$ cat src/rtl/clock_reset_seq.sv
// -----------------------------------------------------------------------------
// clock_reset_seq
//
// Consumer-side reset sequencer for the PLL output clock domain. PLL lock is
// used as the asynchronous active-low reset. Once the release has been
// synchronized and held stable for HOLD_CYCLES, sys_reset drops; STAGE2_DELAY
// cycles later late_reset drops and ready rises. An optional debounced user
// button forces a full re-sequence without losing PLL lock.
//
// Optional feature macro: RESET_SEQ_BTN_EN
//   defined   - button synchronizer, debounce, USER state and btn_count built in
//   undefined - btn ignored, USER unreachable, btn_count tied to 0
//
// Ports:
//   clock      in   PLL output clock
//   reset_n    in   async active-low reset (PLL lock)
//   btn        in   async user reset request, active-high
//   sys_reset  out  core reset, active-high, registered
//   late_reset out  peripheral reset, active-high, registered
//   ready      out  both resets released, registered
//   btn_count  out  user resets since last lock, saturating at 255
// -----------------------------------------------------------------------------
module clock_reset_seq #(
    parameter int unsigned SYNC_STAGES  = 2,
    parameter int unsigned HOLD_CYCLES  = 1024,
    parameter int unsigned STAGE2_DELAY = 256,
    parameter int unsigned BTN_CYCLES   = 65536
) (
    input  logic       clock,
    input  logic       reset_n,
    input  logic       btn,
    output logic       sys_reset,
    output logic       late_reset,
    output logic       ready,
    output logic [7:0] btn_count
);

    localparam int unsigned SEQ_MAX = (HOLD_CYCLES > STAGE2_DELAY) ? HOLD_CYCLES : STAGE2_DELAY;
    localparam int unsigned SEQ_W   = $clog2(SEQ_MAX + 1);

    typedef enum logic [1:0] {
        ST_HOLD,
        ST_RUN1,
        ST_RUN,
        ST_USER
    } state_t;

    state_t                 r_state;
    state_t                 w_next_state;
    logic [SEQ_W-1:0]       r_cnt;
    logic [SEQ_W-1:0]       w_next_cnt;
    logic [SYNC_STAGES-1:0] r_rst_sync;
    logic                   w_rst_sync;
    logic                   w_btn_pressed;
    logic                   r_sys_reset;
    logic                   r_late_reset;
    logic                   r_ready;
    logic                   w_sys_reset;
    logic                   w_late_reset;
    logic                   w_ready;

    // ------------------------------------------------------------------
    // Reset-release synchronizer: shifts in 1 once reset_n is high.
    // ------------------------------------------------------------------
    always_ff @(posedge clock or negedge reset_n) begin
        if (!reset_n) begin
            r_rst_sync <= '0;
        end else begin
            r_rst_sync <= {r_rst_sync[SYNC_STAGES-2:0], 1'b1};
        end
    end

    assign w_rst_sync = r_rst_sync[SYNC_STAGES-1];

    // ------------------------------------------------------------------
    // Button path
    // ------------------------------------------------------------------
`ifdef RESET_SEQ_BTN_EN
    localparam int unsigned BTN_W = $clog2(BTN_CYCLES + 1);

    logic [1:0]       r_btn_sync;
    logic             r_btn_stable;
    logic [BTN_W-1:0] r_btn_cnt;
    logic [7:0]       r_btn_count;
    logic             w_enter_user;

    // The debounce counter reaches BTN_CYCLES on the last required mismatch;
    // the flip happens on the following mismatching cycle, which gives the
    // 2 + BTN_CYCLES + 1 edge press latency seen at the outputs.
    always_ff @(posedge clock or negedge reset_n) begin
        if (!reset_n) begin
            r_btn_sync   <= '0;
            r_btn_stable <= 1'b0;
            r_btn_cnt    <= '0;
        end else begin
            r_btn_sync <= {r_btn_sync[0], btn};
            if (r_btn_sync[1] == r_btn_stable) begin
                r_btn_cnt <= '0;
            end else if (r_btn_cnt == BTN_W'(BTN_CYCLES)) begin
                r_btn_stable <= ~r_btn_stable;
                r_btn_cnt    <= '0;
            end else begin
                r_btn_cnt <= r_btn_cnt + 1'b1;
            end
        end
    end

    assign w_btn_pressed = r_btn_stable;
    assign w_enter_user  = (w_next_state == ST_USER) && (r_state != ST_USER);

    always_ff @(posedge clock or negedge reset_n) begin
        if (!reset_n) begin
            r_btn_count <= '0;
        end else if (w_enter_user && (r_btn_count != '1)) begin
            r_btn_count <= r_btn_count + 1'b1;
        end
    end

    assign btn_count = r_btn_count;
`else
    logic w_btn_unused;

    assign w_btn_unused  = btn;
    assign w_btn_pressed = 1'b0;
    assign btn_count     = '0;
`endif

    // ------------------------------------------------------------------
    // Sequencing FSM
    // ------------------------------------------------------------------
    always_ff @(posedge clock or negedge reset_n) begin
        if (!reset_n) begin
            r_state <= ST_HOLD;
            r_cnt   <= '0;
        end else begin
            r_state <= w_next_state;
            r_cnt   <= w_next_cnt;
        end
    end

    // HOLD acts when the counter already shows HOLD_CYCLES, RUN1 on its
    // STAGE2_DELAY-th edge; this yields release edges SYNC_STAGES+HOLD_CYCLES
    // and STAGE2_DELAY later. A press beats counter completion.
    always_comb begin
        w_next_state = r_state;
        w_next_cnt   = r_cnt;
        case (r_state)
            ST_HOLD: begin
                if (w_btn_pressed) begin
                    w_next_state = ST_USER;
                    w_next_cnt   = '0;
                end else if (r_cnt == SEQ_W'(HOLD_CYCLES)) begin
                    w_next_state = ST_RUN1;
                    w_next_cnt   = '0;
                end else if (w_rst_sync) begin
                    w_next_cnt = r_cnt + 1'b1;
                end
            end
            ST_RUN1: begin
                if (w_btn_pressed) begin
                    w_next_state = ST_USER;
                    w_next_cnt   = '0;
                end else if (r_cnt == SEQ_W'(STAGE2_DELAY - 1)) begin
                    w_next_state = ST_RUN;
                    w_next_cnt   = '0;
                end else begin
                    w_next_cnt = r_cnt + 1'b1;
                end
            end
            ST_RUN: begin
                if (w_btn_pressed) begin
                    w_next_state = ST_USER;
                    w_next_cnt   = '0;
                end
            end
            ST_USER: begin
                w_next_cnt = '0;
                if (!w_btn_pressed) begin
                    w_next_state = ST_HOLD;
                end
            end
            default: begin
                w_next_state = ST_HOLD;
                w_next_cnt   = '0;
            end
        endcase
    end

    // Outputs are decoded from the next state and registered so all three
    // change on the same edge as the state itself.
    always_comb begin
        w_sys_reset  = (w_next_state == ST_HOLD) || (w_next_state == ST_USER);
        w_late_reset = (w_next_state != ST_RUN);
        w_ready      = (w_next_state == ST_RUN);
    end

    always_ff @(posedge clock or negedge reset_n) begin
        if (!reset_n) begin
            r_sys_reset  <= 1'b1;
            r_late_reset <= 1'b1;
            r_ready      <= 1'b0;
        end else begin
            r_sys_reset  <= w_sys_reset;
            r_late_reset <= w_late_reset;
            r_ready      <= w_ready;
        end
    end

    assign sys_reset  = r_sys_reset;
    assign late_reset = r_late_reset;
    assign ready      = r_ready;

endmodule

$ cat config.mk
export PLATFORM = sky130hd
export DESIGN_NAME = clock_reset_seq
export DESIGN_NICKNAME = d
export VERILOG_FILES = /design/src/rtl/clock_reset_seq.sv
export SDC_FILE = /design/constraint.sdc
export NUM_CORES = 1
export LEC_CHECK = 0
export ABC_AREA = 1
export CAP_MARGIN = 40
export CORE_UTILIZATION = 55
export DETAILED_ROUTE_END_ITERATION = 6
export PLACE_DENSITY_LB_ADDON = 0.2
export SLEW_MARGIN = 20
export SYNTH_ARGS = -nofsm -noshare
export SYNTH_HDL_FRONTEND = slang
export SYNTH_SLANG_ARGS = --single-unit
$ cat constraint.sdc
create_clock -name clock -period 2.1 [get_ports clock]
set_input_delay 0.315 -clock clock [delete_from_list [all_inputs] [get_ports clock]]
set_output_delay 0.315 -clock clock [all_outputs]
set_load 0.01 [all_outputs]
==> impl_metrics.yaml, run 1 <==
status:
  outcome: "finished clean"
power_and_ir_drop:
  leakage_nw: 0.640
  vdd_drop_max_uv: 409
  power_density_nw_per_um2: 725
final_layout:
  nFillCells: 176
  drive_gt1_frac: 0.153
  fin_cells: 197
  syn2layout_area_growth_pct: 6.54
  multi_input_area_um2: 651
  seq_area_um2: 453
  finalNetCount: 178
  fin_area_um2: 1300
  num_antenna_cells: 0
placement:
  hpwl_mm: 1.89
  dp_cells: 193
  post-place-ws_ps: 319
  dpl_cell_area_um2: 1270
  io_buffers: 4
  gp_congestion: 0.941
die:
  die_height_um: 49.2
  die_area_um2: 2420
  start_util: 0.605
  rows: 16
  ios: 14
  die_w_um: 49.2
  core_um2: 2020
sta:
  rsz0062_at_grt: "no"
  setup_violations: 0
  skew_ps: 21.3
  fin_tns_setup_ps: 0
  hold_viol_final: 0
  drv_slew: 0
  setup_slack_ps: 268
  hold_slack_ps: 300
  post-route-period-util: 0.873
  fmax_ghz: 0.546
  fin_crit_ps: 1830
route:
  drc: 0
  vias_per_cell: 5.34
  wire_per_inst_um: 12.3
  drt-initial-drc-count: 15
  ant_nets: 0
  vias: 1052
  dr.pass1.iters: 5
  wirelength_mm: 2.42
clocking:
  cts_max_path_buffers: 2
  path_clk_slew_ps: 120
  cts_buffers: 3
  cts_resized: 0
  clock-sinks: 18
  clkLatencyLatePin_ps: 310
  postCtsSetupRepairBufs: 0
  cts_max_level: 1
  cts_tree: "done"
  cts_hold_buffers: 0
  cts_root_buf: "clkbuf_4"
yosys:
  syn_inst: 162
  synth_edf_count: 0
  ys_types: 28
  synth_seq_area_share: 0.370
  async_reset_ff_frac: 1.00
  ys_warn_count: 0
  ys_ff_latch: 18
  ys.flop_type: "dfrtp_1"
  syn_area_um2: 1220
  avgSynthCellArea_um2: 7.55
global_routing:
  grt_first_pass_wirelength_mm: 4.01
  antenna_found_initial: 0
  grt_usage: 0.223
  grt_pass1_vias: 915
  grt_max_degree: 11
  grt_overflow: 0
critical_path:
  cp-end-kind: "register"
  crit_chain: "inv_1 -> ha_1 -> nand2_1 -> inv_1 -> nand2_1 -> nor2_2 -> nor2_2 -> nor2_4 -> buf_4 -> nand3_1 -> o21ai_1"
  rrSetupSlack_ps: 270
  path_class: "register to register"
  start_kind: "register"
  r2r_start: "r_cnt[0]"
  worst-path-stages: 11
  path_delay_family: "simple AND/OR/NAND/NOR gates"
  arrival_ps: 2080
  ff2ff_path_depth: 11
  critPathSlowestCell: "dfrtp_1"
  cp_data_required_time_ps: 2350
  max_stage_delay_ps: 480
  cp_num_buf_inv: 3
  cp_max_fo: 8
  startpoint: "r_cnt[0]"
job:
  drv_cap: 0
hold_path:
  hp-class: "input pin to async pin"
logic make-up (layout without fill, tap and decap cells):
kind of cell    Yosys count  count (layout)  share of synthesized area
simple gates             95              95                      0.388
buf+inv                  29              30                      0.120
flops                    18              18                      0.370
compound gates           11              11                     0.0542
fa+ha+maj                 4               4                     0.0409
xor+xnor                  3               3                     0.0215
other cells               2               9                    0.00614
power breakdown:
group          internal [mW]  switching, mW
Clock                  0.106          0.118
Combinational          0.101          0.152
Sequential             0.390         0.0784
layer usage:
metal	GRT usage	part of all wire
met5	0	0
met4	0.157	0.028
met3	0.0374	0.059
met2	0.336	0.46
met1	0.288	0.46
layout by cell type (no fill, tap or decap), types with 3 or more instances in the layout:
| cell type | n |
|---|---|
| nor2_2 | 6 |
| nor2_1 | 10 |
| nand2_2 | 3 |
| nand3_1 | 12 |
| nand2_1 | 48 |
| nand3_2 | 3 |
| clkdlybuf4s50_1 | 4 |
| clkbuf_4 | 3 |
| inv_1 | 18 |
| ha_1 | 4 |
| dfrtp_1 | 16 |
| o21ai_1 | 3 |
| nand4_1 | 7 |
| conb_1 | 9 |
| nor2_4 | 3 |
Yosys cell counts, types with 2 or more instances:
library cell / number / area (um^2)
nand3_1: 12 / 60.1
xor2_1: 2 / 17.5
dfstp_2: 2 / 52.6
buf_4: 8 / 60.1
nand3_2: 3 / 30.0
conb_1: 2 / 7.51
nand4_1: 7 / 43.8
o21bai_1: 2 / 15.0
nor2_4: 3 / 33.8
o21ai_0: 2 / 10.0
inv_1: 18 / 67.6
nor2_2: 6 / 37.5
nand2_2: 3 / 18.8
a21oi_1: 2 / 10.0
ha_1: 4 / 50.1
o21ai_1: 3 / 15.0
nor2_1: 10 / 37.5
nand2_1: 48 / 180
dfrtp_1: 16 / 400
stage by stage:
step / utilization / power (mW)
2_1_floorplan: - / 0.672
3_3_place_gp: 0.627 / 0.708
3_5_place_dp: 0.627 / 0.726
4_1_cts: 0.645 / 0.949
5_1_grt: 0.645 / 1.01
6_report: 0.645 / 0.946
flip-flops by register name, indices dropped and copies added, names as in the netlist:
register    count
r_rst_sync      2
r_cnt          11
late_reset      1
r_state         2
sys_reset       1
ready           1
cell type report:
cell class	instances	area share
multi-input combinational	122	0.499
sequential	18	0.347
inverter	20	0.0576
timing repair buffer	6	0.0422
clock buffer	4	0.0278
tap	27	0.0259
final timing paths:
path	to
worst max-delay path	r_cnt[0]
worst min-delay path	r_cnt[0]
worst max register to register	r_cnt[0]
worst min register to register	r_rst_sync[1]
max in group asynchronous	r_rst_sync[0]
min in group clock	r_rst_sync[1]
Power figures use the tool's default switching activity.
==> inputs of run 2 (changes only) <==
CAP_MARGIN = not set   (was 40)
TNS_END_PERCENT = 10   (was not set)
==> results of run 2 <==
The final DEF is identical to that of run 1; final timing and power are the same.
==> inputs of run 3 (changes only) <==
ABC_CLOCK_PERIOD_IN_PS = 2100   (was not set)
CORE_MARGIN = 3   (was not set)
==> run 3 against run 2 <==
Net effect: global-route usage fell by 1.4 points; total power fell by 5.1%; setup slack improved by 20 ps; first-iteration DRC count rose by 87%; combinational power rose by 3%; via count fell by 4.7%; critical path type unchanged; maximum frequency rose by 1.1%; count of clock-buffer cells in the layout fell by 1; final cell count did not move; sequential power fell by 0.9%; clock skew fell by 20 ps; wire length rose by 1.4%; largest cell class unchanged.
==> impl_metrics.yaml, run 3 (synthesized netlist as in run 1, its figures left out) <==
status:
  outcome: "finished clean"
placement:
  hpwl_mm: 1.93
  gp_congestion: 0.854
  post-place-ws_ps: 325
  io_buffers: 4
  dp_cells: 194
route:
  vias: 1003
  vias_per_cell: 5.09
  wirelength_mm: 2.46
  ant_nets: 0
  dr.pass1.iters: 4
  wire_per_inst_um: 12.5
  drc: 0
  drt-initial-drc-count: 28
final_layout:
  nFillCells: 175
  reg.largest.list: "r_cnt (11), r_rst_sync (2), r_state (2)"
  layout_commonest_cell: "nand2_1"
  top_register: "r_cnt"
  finalNetCount: 179
  num_antenna_cells: 0
  finish.utilization: 0.635
  fin_cells: 197
  final_cell_mix: "nand2_1, inv_1, dfrtp_1"
  largest_reg_flops: 11
  drive_gt1_frac: 0.153
  syn2layout_area_growth_pct: 6.03
power_and_ir_drop:
  switching_power_mw: 0.339
  vdd_drop_max_uv: 447
  comb_power_share: 0.290
  leakage_nw: 0.638
  p_int_mw: 0.558
  totalPowerFinal_mw: 0.897
  sw_frac_of_total: 0.378
  pwr-share-clk: 0.193
  seqPwrFrac: 0.517
  power_density_nw_per_um2: 692
sta:
  fmax_ghz: 0.552
  setup_slack_ps: 288
  hold_viol_final: 0
  rsz0062_at_grt: "no"
  fin_tns_setup_ps: 0
  skew_ps: 1.77
  fin_crit_ps: 1810
  drv_slew: 0
  setup_violations: 0
  post-route-period-util: 0.863
global_routing:
  antenna_found_initial: 0
  grt_usage: 0.209
  grt_first_pass_wirelength_mm: 4.32
  grt_pass1_vias: 1031
  grt_overflow: 0
  grt_max_degree: 11
clocking:
  cts_max_path_buffers: 2
  postCtsSetupRepairBufs: 0
  cts_tree: "done"
  cts_max_level: 1
  cts_buffers: 3
  clock-sinks: 18
  path_clk_slew_ps: 100
  cts_root_buf: "clkbuf_4"
  cts_resized: 0
  clkLatencyLatePin_ps: 290
  cts_hold_buffers: 0
die:
  rows: 16
  ios: 14
  die_height_um: 53.2
  core_um2: 2040
  die_area_um2: 2830
  die_w_um: 53.2
  start_util: 0.599
critical_path:
  cp-end-kind: "register"
  start_kind: "register"
  ff2ff_path_depth: 11
  r2r_end: "r_cnt[9]"
  cp_data_required_time_ps: 2280
  arrival_ps: 2000
  cp_max_fo: 9
  r2r_start: "r_cnt[0]"
  rrSetupSlack_ps: 290
  path_class: "register to register"
hold_path:
  hp-class: "input pin to async pin"
job:
  drv_cap: 0
-- run 3: critical path, stage by stage, from the launching register on --
cell and delay (ps):
dfrtp_1 460, inv_1 160, ha_1 200, nand2_1 60, inv_1 50, nand2_1 80, nor2_2 160, nor2_2 60
nor2_4 210, inv_2 140, nand2_1 80, o21ai_1 60
-- run 3: how the worst max path moves through the flow --
stage,start,endpoint,slack [ps],depth (start not counted)
floorplan,r_cnt[0],sys_reset,570,6
global placement,r_cnt[0],sys_reset,340,6
detailed placement,r_cnt[0],r_cnt[4],330,11
CTS,r_cnt[0],r_cnt[9],290,11
global route,r_cnt[0],r_cnt[9],110,11
finish,r_cnt[0],r_cnt[9],290,11
-- run 3: power by group through the flow --
| stage | clock network (mW) | registers, mW | logic, mW |
|---|---|---|---|
| floorplan | 0 | 0.451 | 0.220 |
| global placement | 0 | 0.468 | 0.241 |
| detailed placement | 0 | 0.471 | 0.258 |
| CTS | 0.179 | 0.464 | 0.259 |
| global route | 0.184 | 0.475 | 0.299 |
| finish | 0.173 | 0.464 | 0.260 |
-- run 3: per-stage QoR --
step                area, um^2  hold WS (ps)
floorplan                 1250          19.4
global placement          1270           334
detailed placement        1270           343
CTS                       1300           334
global route              1300           357
finish                    1300           328
-- run 3: area by class of cell --
class                      count  area, um^2  area share
timing repair buffer           7        62.6      0.0482
clock buffer                   3        22.5      0.0174
sequential                    18         453       0.349
tap                           27        33.8      0.0260
multi-input combinational    122         651       0.501
inverter                      20        75.1      0.0579
-- run 3: per-layer routing --
layer | vias up | track usage | share of wire
met5 | - | 0 | 0
met4 | 0 | 0.0468 | 0.0033
met3 | 2 | 0.0507 | 0.052
met2 | 21 | 0.351 | 0.49
met1 | 467 | 0.268 | 0.46
li1 | 513 | - | -
